--- src/rtl/parity_pkg.sv ---
// Shared types and constants for the streaming parity accumulator family.
package parity_pkg;

   typedef enum logic [1:0] {
      P_IDLE  = 2'd0,
      P_ACCUM = 2'd1,
      P_HOLD  = 2'd2
   } par_state_e;

   localparam bit PAR_EVEN = 1'b0;
   localparam bit PAR_ODD  = 1'b1;

endpackage

--- src/rtl/parity_lane_reduce.sv ---
// Combinational per-lane XOR reduction of one beat.
// Bit k of lane_par is the XOR of lane k = s_data[k*LW +: LW].
module parity_lane_reduce #(
   parameter int DATA_W = 8,
   parameter int LANES  = 1
) (
   input  logic [DATA_W-1:0] s_data,
   output logic [LANES-1:0]  lane_par
);

   localparam int LW = DATA_W / LANES;

   // reduce each lane independently
   always_comb begin
      lane_par = '0;
      for (int k = 0; k < LANES; k++) begin
         lane_par[k] = ^s_data[k*LW +: LW];
      end
   end

endmodule

--- src/rtl/parity_stream_acc.sv ---
// Streaming parity accumulator: folds a packet of beats into per-lane parity
// plus a saturating beat count, and presents one registered result per packet.
//
// state   | meaning
// --------+-------------------------------------------------------------
// P_IDLE  | waiting for the first beat of a packet; mode is latched here
// P_ACCUM | mid-packet; beats fold into acc/cnt until s_last
// P_HOLD  | result presented on m_*; input stalled until m_ready
module parity_stream_acc
   import parity_pkg::*;
#(
   parameter int DATA_W = 8,
   parameter int LANES  = 1,
   parameter int CNT_W  = 8
) (
   input  logic              clk,
   input  logic              rst_n,
   input  logic              mode_odd,
   input  logic              s_valid,
   output logic              s_ready,
   input  logic [DATA_W-1:0] s_data,
   input  logic              s_last,
   output logic              m_valid,
   input  logic              m_ready,
   output logic [LANES-1:0]  m_parity,
   output logic [CNT_W-1:0]  m_count,
   output logic              m_sat
);

   localparam logic [CNT_W-1:0] CNT_MAX = {CNT_W{1'b1}};
   localparam logic [CNT_W-1:0] CNT_ONE = CNT_W'(1);

   par_state_e       state_q, state_d;
   logic [LANES-1:0] acc_q, acc_d;
   logic [LANES-1:0] lane_par;
   logic [CNT_W-1:0] cnt_q, cnt_d;
   logic             sat_q, sat_d;
   logic             mode_q, mode_d;
   logic             accept;
   logic             load_out;

   parity_lane_reduce #(
      .DATA_W (DATA_W),
      .LANES  (LANES)
   ) u_reduce (
      .s_data   (s_data),
      .lane_par (lane_par)
   );

   // ready depends on state only so upstream never sees a valid->ready loop
   assign s_ready  = (state_q != P_HOLD);
   assign accept   = s_valid && s_ready;
   assign load_out = accept && s_last;

   // next-state and accumulator update; data is only looked at on accept
   always_comb begin
      state_d = state_q;
      acc_d   = acc_q;
      cnt_d   = cnt_q;
      sat_d   = sat_q;
      mode_d  = mode_q;
      case (state_q)
         P_IDLE: begin
            if (accept) begin
               mode_d  = mode_odd;
               acc_d   = lane_par;
               cnt_d   = CNT_ONE;
               sat_d   = 1'b0;
               state_d = s_last ? P_HOLD : P_ACCUM;
            end
         end
         P_ACCUM: begin
            if (accept) begin
               acc_d = acc_q ^ lane_par;
               if (cnt_q == CNT_MAX) begin
                  sat_d = 1'b1;
               end else begin
                  cnt_d = cnt_q + CNT_ONE;
               end
               if (s_last) begin
                  state_d = P_HOLD;
               end
            end
         end
         P_HOLD: begin
            if (m_ready) begin
               state_d = P_IDLE;
            end
         end
         default: begin
            state_d = P_IDLE;
         end
      endcase
   end

   // state and accumulator registers
   always_ff @(posedge clk or negedge rst_n) begin
      if (!rst_n) begin
         state_q <= P_IDLE;
         acc_q   <= '0;
         cnt_q   <= '0;
         sat_q   <= 1'b0;
         mode_q  <= PAR_EVEN;
      end else begin
         state_q <= state_d;
         acc_q   <= acc_d;
         cnt_q   <= cnt_d;
         sat_q   <= sat_d;
         mode_q  <= mode_d;
      end
   end

   // result registers load on the edge that accepts the last beat and then
   // hold their value, including after the result has been consumed
   always_ff @(posedge clk or negedge rst_n) begin
      if (!rst_n) begin
         m_valid  <= 1'b0;
         m_parity <= '0;
         m_count  <= '0;
         m_sat    <= 1'b0;
      end else begin
         m_valid <= (state_d == P_HOLD);
         if (load_out) begin
            m_parity <= acc_d ^ {LANES{mode_d}};
            m_count  <= cnt_d;
            m_sat    <= sat_d;
         end
      end
   end

endmodule
--- config.mk ---
export PLATFORM = sky130hd
export DESIGN_NAME = parity_stream_acc
export DESIGN_NICKNAME = d
export VERILOG_FILES = /design/src/rtl/parity_pkg.sv /design/src/rtl/parity_lane_reduce.sv /design/src/rtl/parity_stream_acc.sv
export SDC_FILE = /design/constraint.sdc
export NUM_CORES = 1
export LEC_CHECK = 0
export CORE_MARGIN = 2
export CORE_UTILIZATION = 40
export CTS_CLUSTER_SIZE = 40
export DETAILED_ROUTE_END_ITERATION = 10
export GPL_TIMING_DRIVEN = 0
export PLACE_DENSITY = 0.63
export SYNTH_ARGS = -nofsm -noshare
export SYNTH_HDL_FRONTEND = slang
export SYNTH_HIERARCHICAL = 1
export SYNTH_SLANG_ARGS = --single-unit
--- constraint.sdc ---
create_clock -name clk -period 1.8 [get_ports clk]
set_input_delay 0.27 -clock clk [delete_from_list [all_inputs] [get_ports clk]]
set_output_delay 0.27 -clock clk [all_outputs]
set_load 0.005 [all_outputs]
**Word level (Yosys, flattened, before mapping)**

Cells that the tools add are included.

- Bits in registers: 24
- Input bits: 14
- Word-level logic and storage cells: 40

- Add/sub/neg operators: 1
- Eq/ne operators: 5
- Muxes and demuxes: 19
- Bitwise logic cells: 2
- Reduce and logical (&&, ||, !) cells: 4

Operators with widths:

| cell | count |
|---|---|
| 8-bit 2-to-1 mux | 3 |
| 8-bit one-hot mux with 2 select lines | 1 |
| 2-bit 2-to-1 mux | 5 |
| 8-bit by 1-bit adder with 8-bit output (second input constant) | 1 |
| 8-bit equality test (second input constant) | 1 |
| 8-bit XOR reduction | 1 |
| 1-bit 2-to-1 mux | 7 |
| 2-bit one-hot mux with 3 select lines | 1 |
| 2-bit equality test (second input constant) | 2 |
| 1-bit one-hot mux with 2 select lines | 2 |
| 2-bit by 1-bit equality test with 1-bit output (second input constant) | 1 |
| 1-bit logical AND | 2 |
| 2-bit logical NOT | 1 |
| 2-bit != test (second input constant) | 1 |
| 1-bit bitwise XOR | 2 |

**Longest topological paths before layout**

Gate-level depths: netlist (run 1).

- Depth in word-level cells: 5
- Depth in mapped cells: 7
- Mapped depth without buffers: 7

**Hierarchy**

Netlist (run 1), hierarchy kept.

Modules (own cells, without submodules):

| module | instances | cells each | area each (sq um) | seq. area each (sq um) |
|---|---|---|---|---|
| parity_stream_acc | 1 | 114 | 1219.9 | 600.6 |
| parity_lane_reduce | 1 | 7 | 61.3 | 0.0 |

**Worst setup path before layout (run 1)**

No wires, ideal clock.

- Kind: flip-flop to flip-flop
- From: reg state_q[0]
- To: reg m_parity
- Data arrival time: 1.501 ns
- Slack: 0.207 ns
- Stages on the path, launching flop included: 6
- Cell sequence: dfrtp_1 > buf_2 > nor3b_1 > mux2_2 > and3_1 > o31ai_2

- Longest elaborated chain between the ends: 5
- Elaborated cells on any way between the ends: 11

Ends and longest elaborated chain:

| item | RTL line | source |
|---|---|---|
| start: declaration | parity_stream_acc.sv:33 | `par_state_e state_q, state_d;` |
| start signal: assignment | parity_stream_acc.sv:105 | `state_q <= state_d;` |
| 2-bit != test | parity_stream_acc.sv:51 | `assign s_ready = (state_q != P_HOLD);` |
| 1-bit logical AND | parity_stream_acc.sv:52 | `assign accept = s_valid && s_ready;` |
| 1-bit 2-to-1 mux | parity_stream_acc.sv:64 | `if (accept) begin` |
| 1-bit 2-to-1 mux (*) | parity_stream_acc.sv:62 | `case (state_q)` |
| via mode_d | parity_stream_acc.sv:38 | `logic mode_q, mode_d;` |
| 1-bit bitwise XOR (*) | parity_stream_acc.sv:124 | `m_parity <= acc_d ^ {LANES{mode_d}};` |
| end signal: assignment | parity_stream_acc.sv:124 |  |
| end: declaration | parity_stream_acc.sv:25 | `output logic [LANES-1:0] m_parity,` |

The timed path passes the listed nets; every way through them passes the cells marked *.
A chain may end at the register's enable or synchronous reset.

**Final worst setup path (run 1)**

- From: reg state_q[0]
- To: out s_ready

- Longest elaborated chain between the ends: 1

Ends and longest elaborated chain:

| item | RTL line | source |
|---|---|---|
| 2-bit != test | parity_stream_acc.sv:51 |  |
| end: declaration | parity_stream_acc.sv:20 | `output logic s_ready,` |

Every way passes these cells.

==> results.toml, run 1 <==
[status]
outcome = "finished, final reports clean"

[synthesis]
post-synth-top-count-cell = "dfrtp_1"
postSynthCellCount = 121
synth.area.top_cells = "dfrtp_1, mux2_2, xnor2_1"
synth-edff-count = 0
synth-seq-cells = 24
synth_top_cell_by_area = "dfrtp_1"
syn_nets = 136
ys_seq_area_share_pct = 46.9
syn_area_per_cell_sq_um = 10.6
ys.flop_type = "dfrtp_1"
yosys_warnings = 6
synth_cell_types = 42
synthArstFlopShare_pct = 100
synth.top_cells.by_count = "dfrtp_1, nand2_1, nand3_1, xnor2_1"
syn_area_sq_um = 1280
synth_top_area_share_pct = 46.9

[floorplan]
rows = 20
ios = 26
die-area_sq_um = 3670
fp.dieW_microns = 60.6
die_h_microns = 60.6
core_sq_um = 3050
initial_core_util_pct = 42.0

[drt]
vias = 1032
wl_per_cell_microns = 14.4
drc = 0
ant_nets = 0
vias_per_cell = 5.32
drt_iter0_drc = 21
dr.pass1.iters = 4
drt_wl_total_microns = 2790

[critical_path]
regToRegSetupSlack_ns = 0.09
cpLargestDelayFamily = "buffers and inverters"
slowest_delay_ns = 0.50
cp_num_buf_inv = 2
cp-end-kind = "output port"
rr_endpoint = "m_count[5]"
worstPathRequired_ns = 1.53
reg2regPathDepth = 5
reg2reg_from = "cnt_q[0]"
worstSetupStartpointType = "flop"
worstSetupPathType = "flop to output port"
crit_slowest_cell = "clkdlybuf4s50_1"
cp.arrival_ns = 1.46
path_max_fanout = 8
crit_chain = "buf_6 > nand2b_4 > clkdlybuf4s50_1"
crit_end = "s_ready"
worst-path-stages = 3
startpoint = "state_q[0]"

[sta]
slew_headroom_pct = 27.2
setup_viol = 0
holdWs_ns = 0.501
hold_violations = 0
skew_ns = 0.00331
worstMarginPinSlew_ns = 1.09
fin_crit_ns = 1.73
finalCritPeriodShare_pct = 96.3
rsz0062_at_grt = "true"
drv_slew = 0
fmax_mhz = 577
setup_tns_ns = 0

[final_layout]
area.growth.synth_to_final_pct = 29.8
drive_gt1_share_pct = 17.3
post-route-util_pct = 54.5
diodes = 0
nNetsFinal = 166

[grt]
grt_remaining_overflow = 0
grt_pass1_wl_microns = 4640
antenna_found_initial = 0
grt_max_degree = 25
grt_usage_pct = 17.1
grt_pass1_vias = 982

[clocking]
clock_sinks = 24
htreeDepth = 1
insertion_delay_ns = 0.32
cts_buffers = 3
clkTransAtPathRegs_ns = 0.13
post_cts_buffers = 0
root_buffer = "clkbuf_4"
clk_path_buf_depth = 2
cts_tree = "done"

[worst_hold_path]
hold-path-cell-count = 2
hold_path.class = "flop to flop"

[power_and_ir_drop]
powerDensity_nw_per_um2 = 897
ir_drop_v = 0.000461
power.leakage_nw = 0.701
p_total_mw = 1.49

[place]
place.gp.congestion = 0.875
port_buffers = 25
hpwl_microns = 2040

[flow_run]
maxCapViolations = 0
==> sequential cells by signal (all words and copies together) (netlist names) <==
signal / cells
m_sat: 1
cnt_q: 8
m_parity: 1
mode_q: 1
acc_q: 1
sat_q: 1
m_count: 8
m_valid: 1
state_q: 2
==> layer usage <==
| layer | GRT usage [%] | wire (microns) |
|---|---|---|
| met2 | 27.8 | 1330 |
| met3 | 3.84 | 107 |
| met1 | 23.5 | 1310 |
| met5 | 0 | 0 |
| met4 | 3.73 | 33 |
==> worst min path at each step <==
stage | start | endpoint | slack [ns]
floorplan | rst_n | acc_q | -0.03
global placement | m_sat | m_sat | 0.47
detailed placement | m_count[5] | m_count[5] | 0.48
CTS | m_count[5] | m_count[5] | 0.51
global route | m_ready | state_q[1] | 0.53
finish | m_count[5] | m_count[5] | 0.50
==> power by group <==
| part | total (mW) | internal, mW | leakage (nW) | switching (mW) |
|---|---|---|---|---|
| Combinational | 0.488 | 0.277 | 0.367 | 0.211 |
| Clock | 0.290 | 0.124 | 0.0210 | 0.166 |
| Sequential | 0.713 | 0.637 | 0.313 | 0.0766 |
==> kinds of logic (layout without fill, tap and decap cells) <==
kind of cell	after synthesis	in the layout	synth area share (%)
simple gates	41	41	17.9
compound gates	30	30	17.7
flops	24	24	46.9
buf+inv	9	38	4.20
xor+xnor	8	8	5.47
mux	8	8	6.93
fa+ha+maj	1	1	0.976
==> worst reg2reg max path, stage by stage (launching register included) <==
cell and delay [ns]:
dfrtp_2 0.47, ha_1 0.24, and3_2 0.27, a2111oi_4 0.32, xnor2_1 0.19, o21ai_0 0.12
==> cells in the final DEF, fill, tap and decap left out, drive strengths merged, types with 4 or more instances in the layout <==
cell and count:
mux2 7, clkbuf 5, o31ai 4, dfrtp 24, nor2 6, nand3 9, a21oi 6, buf 5
xnor2 7, clkdlybuf4s50 23, nand2 10
==> cell type report <==
cell class	count	area, sq um
Timing Repair Buffer	25	255
Sequential cell	24	603
Fill cell	296	1390
Inverter	3	11.3
Buffer	6	48.8
Clock buffer	4	36.3
Multi-Input combinational cell	88	653
Tap cell	44	55.1
==> metrics by stage <==
step / area [sq um] / setup slack (ns) / instances
detailed placement: 1590 / -0.284 / 190
CTS: 1630 / 0.0196 / 194
finish: 1660 / 0.0667 / 194
floorplan: 1280 / 0.207 / 121
global route: 1660 / -0.00379 / 194
global placement: 1590 / -0.296 / 190
==> repair_timing <==
item                       CTS  global route
gates resized for setup      1            11
pin swaps                    0             5
setup endpoints to repair    1             4
hold buffers                 0             0
(Power assumes the default switching activity.)
==> run 2, diff against run 1 <==
Settings changed: SKIP_LAST_GASP set to 1.
==> run 2 against run 1 <==
Worst setup slack worse by 0.0088 ns. Fmax is 0.50% lower. Sequential power hardly changed. Final cell count stayed put. Sequential share of layout area is 0.061 points higher. Total power hardly changed. Non-clock buffer count stayed put. Count of clock-buffer cells in the layout stayed put. Highest routed layer unchanged. Die area stayed put.
==> results.toml, run 2 (synthesis results as in run 1) <==
[status]
outcome = "finished, final reports clean"

[final_layout]
layout_common_cells = "clkdlybuf4s50_1, dfrtp_1, nand2_1, nand3_1, xnor2_1"
final_cells = 194
nNetsFinal = 166
final_common_cell = "clkdlybuf4s50_1"
post-route-util_pct = 54.3
drive_gt1_share_pct = 16.7
area.growth.synth_to_final_pct = 29.3
final-seq-area_sq_um = 602
diodes = 0
final_area_sq_um = 1660
top_regs = "cnt_q x8, m_count x8, state_q x2"
nFillCells = 298
multi_input_area_sq_um = 653

[place]
place.gp.congestion = 0.875
hpwl_microns = 2040
post-place-ws_ns = -0.284
post_dp_cell_area_sq_um = 1590
port_buffers = 25
numPlacedInstances = 190

[power_and_ir_drop]
ir_drop_v = 0.000460
powerDensity_nw_per_um2 = 900
power.leakage_nw = 0.684

[clocking]
root_buffer = "clkbuf_4"
hold_buffers = 0
insertion_delay_ns = 0.32
clkTransAtPathRegs_ns = 0.13
cts_tree = "done"
htreeDepth = 1
post_cts_buffers = 0
cts_buffers = 3
clock_sinks = 24
clk_path_buf_depth = 2

[drt]
drt-met1-wl_microns = 1300
ant_nets = 0
top_layer_used = "met4"
drt_iter0_drc = 21
drc = 0
vias = 1022
met3_length_microns = 114
dr.pass1.iters = 4
vias_per_cell = 5.27
met2_length_microns = 1330
wl_per_cell_microns = 14.3
drt_wl_total_microns = 2770

[sta]
finalCritPeriodShare_pct = 96.8
fin_crit_ns = 1.74
fmax_mhz = 574
slew_headroom_pct = 27.2
setup_viol = 0
postLayoutSetupSlackWorst_ns = 0.0579
hold_violations = 0
rsz0062_at_grt = "true"
skew_ns = 0.00338
worstMarginPinSlew_ns = 1.09
drv_slew = 0
holdWs_ns = 0.501

[critical_path]
worstPathRequired_ns = 2.04
path_max_fanout = 3
worstSetupPathType = "input port to flop"
cp.arrival_ns = 1.98
cp-end-kind = "flop"
worstSetupStartpointType = "input port"

[floorplan]
rows = 20
initial_core_util_pct = 42.0
ios = 26
die-area_sq_um = 3670
fp.dieW_microns = 60.6
die_h_microns = 60.6
core_sq_um = 3050

[flow_run]
maxCapViolations = 0

[grt]
antenna_found_initial = 0
grt_remaining_overflow = 0
grt_max_degree = 25
grt_pass1_vias = 982
grt_usage_pct = 17.1
grt_pass1_wl_microns = 4640

[worst_hold_path]
hold_path.class = "flop to flop"
==> run 2: cell count changes in the layout (fill, tap and decap cells not counted), sizes merged <==
cell           change
dlymetal6s2s       -2
clkdlybuf4s50      +2
==> run 2: layout make-up <==
| cell class | count | area share, % |
|---|---|---|
| timing repair buffer | 25 | 15.1 |
| sequential | 24 | 36.3 |
| buffer | 6 | 2.95 |
| tap | 44 | 3.32 |
| inverter | 3 | 0.680 |
| clock buffer | 4 | 2.19 |
| multi-input combinational | 88 | 39.4 |
==> run 2: critical path, stage by stage <==
cell             delay, ns
clkdlybuf4s50_1       0.47
xor2_1                0.18
xnor2_1               0.15
xnor2_1               0.17
nand3_1               0.09
mux2_4                0.28
and3_4                0.18
o31ai_4               0.20
==> run 2: stage by stage <==
step | setup TNS (ns) | power, mW
2_1_floorplan | 0 | 0.974
3_3_place_gp | -1.29 | 1.16
3_5_place_dp | -1.27 | 1.17
4_1_cts | 0 | 1.47
5_1_grt | -0.0188 | 1.60
6_report | 0 | 1.49
==> run 2: repair_timing <==
item,in CTS,in global routing
resized for setup,1,8
pin swaps,0,5
endpoints found under the setup margin,1,4
==> run 2: layer usage <==
layer  GRT usage [%]  vias to the layer above
met5               0                        -
met4            3.73                        0
met3            3.84                        2
met2            27.8                       27
met1            23.5                      493
li1                -                      500
==> run 2: where the power goes <==
| group | switching (mW) | internal (mW) |
|---|---|---|
| Sequential | 0.0765 | 0.637 |
| Combinational | 0.210 | 0.277 |
| Clock | 0.166 | 0.124 |
| Total | 0.453 | 1.04 |
==> run 2: worst paths after layout <==
kind / from / end / slack, ns / depth (start not counted)
max: s_data[3] / m_parity / 0.06 / 8
min: m_count[5] / m_count[5] / 0.50 / 2
max reg2reg: state_q[1] / m_parity / 0.08 / 5
min reg2reg: m_count[5] / m_count[5] / 0.50 / 2
max in group asynchronous: rst_n / cnt_q[0] / 0.56 / 1
min in group asynchronous: rst_n / state_q[1] / 0.52 / 1
==> run 3, diff against run 2 <==
Settings changed: CORE_MARGIN 2 to 4, RECOVER_POWER set to 50.
==> run 3 against run 2 <==
Sequential cell count is the same. Global-route usage decreased by 1.3 points. Count of clock-buffer cells in the layout is the same. Critical path type is now flop to output port. Register-to-register slack is essentially flat.
==> results.toml, run 3 (synthesis results as in run 1) <==
[sta]
setup_tns_ns = 0
drv_slew = 0
fmax_mhz = 580
finalCritPeriodShare_pct = 95.8
worstMarginPinSlew_ns = 1.08
rsz0062_at_grt = "true"
slew_headroom_pct = 27.8
setup_viol = 0
hold_violations = 0
skew_ns = 0.00356
fin_crit_ns = 1.72

[floorplan]
core_sq_um = 3050
initial_core_util_pct = 42.0
die-area_sq_um = 4170
ios = 26
die_h_microns = 64.6
rows = 20
fp.dieW_microns = 64.6

[place]
port_buffers = 25
place.gp.congestion = 0.899
hpwl_microns = 2090
post_dp_cell_area_sq_um = 1590

[grt]
grt_max_degree = 25
antenna_found_initial = 0
grt_pass1_wl_microns = 5190
grt_remaining_overflow = 0
grt_pass1_vias = 1094
grt_usage_pct = 15.8

[power_and_ir_drop]
power_frac_seq_pct = 48.7
p_switching_mw = 0.458
p_int_mw = 1.03
ir_drop_v = 0.000543
power.leakage_nw = 0.683
clkPwrFrac_pct = 19.8
pwr-share-comb_pct = 31.5
p_sw_share_pct = 30.9
powerDensity_nw_per_um2 = 898

[final_layout]
area.growth.synth_to_final_pct = 28.9
final_area_sq_um = 1650
nNetsFinal = 167
multi_input_area_sq_um = 642
layout_common_cells = "clkdlybuf4s50_1, dfrtp_1, nand2_1, nand3_1, xnor2_1"
top_regs = "cnt_q x8, m_count x8, state_q x2"
diodes = 0
nFillCells = 312
final_common_cell = "clkdlybuf4s50_1"
final-seq-area_sq_um = 602
drive_gt1_share_pct = 16.6

[clocking]
clk_path_buf_depth = 2
cts_buffers = 3
root_buffer = "clkbuf_4"
clock_sinks = 24
htreeDepth = 1
hold_buffers = 0
cts_tree = "done"
clkTransAtPathRegs_ns = 0.13
insertion_delay_ns = 0.32

[flow_run]
maxCapViolations = 0

[critical_path]
regToRegSetupSlack_ns = 0.09
worstSetupPathType = "flop to output port"
cp.arrival_ns = 1.45
path_max_fanout = 7
worstSetupStartpointType = "flop"
cp-end-kind = "output port"
worstPathRequired_ns = 1.53

[drt]
ant_nets = 0
dr.pass1.iters = 4
vias_per_cell = 5.36
drt_wl_total_microns = 2910
met2_length_microns = 1420
wl_per_cell_microns = 14.9
top_layer_used = "met4"
drt-met1-wl_microns = 1310
vias = 1045
met3_length_microns = 115
drc = 0
drt_iter0_drc = 64

[status]
outcome = "finished, final reports clean"

[worst_hold_path]
hold_path.class = "flop to flop"
==> run 3: worst max-delay path, stage by stage, from the launching register on <==
cell             delay [ns]
dfrtp_1                0.37
buf_6                  0.13
nand2b_4               0.14
clkdlybuf4s50_1        0.50
==> run 3: final cells by class <==
cell class	count	area share (%)
Multi-Input combinational cell	88	38.9
Sequential cell	24	36.4
Timing Repair Buffer	26	15.6
Tap cell	44	3.33
Buffer	6	2.88
Clock buffer	4	2.20
Inverter	3	0.682
==> run 3: metrics by stage <==
| stage | power, mW | utilization (%) | setup WS [ns] | hold slack, ns | instances |
|---|---|---|---|---|---|
| floorplan | 0.974 | - | 0.207 | -0.0256 | 121 |
| global placement | 1.16 | 52.0 | -0.264 | 0.467 | 190 |
| global route | 1.58 | 54.1 | -0.00789 | 0.533 | 195 |
| detailed placement | 1.18 | 52.0 | -0.277 | 0.474 | 190 |
| finish | 1.48 | 54.1 | 0.0753 | 0.495 | 195 |
| CTS | 1.47 | 53.2 | 0.0304 | 0.503 | 194 |
==> run 3: path summary, 6_finish.rpt <==
check | startpoint | to | cells after the start
max | state_q[0] | s_ready | 3
min | m_parity | m_parity | 2
max reg2reg | cnt_q[0] | m_count[5] | 5
min reg2reg | m_parity | m_parity | 2
max in group asynchronous | rst_n | cnt_q[0] | 1
min in group asynchronous | rst_n | cnt_q[7] | 1
==> run 3: timing repair <==
item | 4_1_cts | 5_1_grt
endpoints found under the setup margin | 1 | 6
resized for setup | 1 | 6
endpoints found under the hold margin | 0 | 0
buffers inserted | 0 | 1
==> run 3: power groups by stage <==
| stage | logic, mW | registers [mW] | clock network (mW) |
|---|---|---|---|
| after CTS | 0.458 | 0.715 | 0.302 |
| final | 0.468 | 0.722 | 0.294 |
| after global routing | 0.521 | 0.739 | 0.325 |
| after floorplan | 0.260 | 0.714 | 0 |
| after global placement | 0.446 | 0.716 | 0 |
| after detailed placement | 0.454 | 0.725 | 0 |
==> run 3: metal layers <==
layer  track usage (%)  vias up
met5                 0        -
met2              25.4       31
met4              6.86        0
met1              20.6      500
met3              3.12        8
li1                  -      506
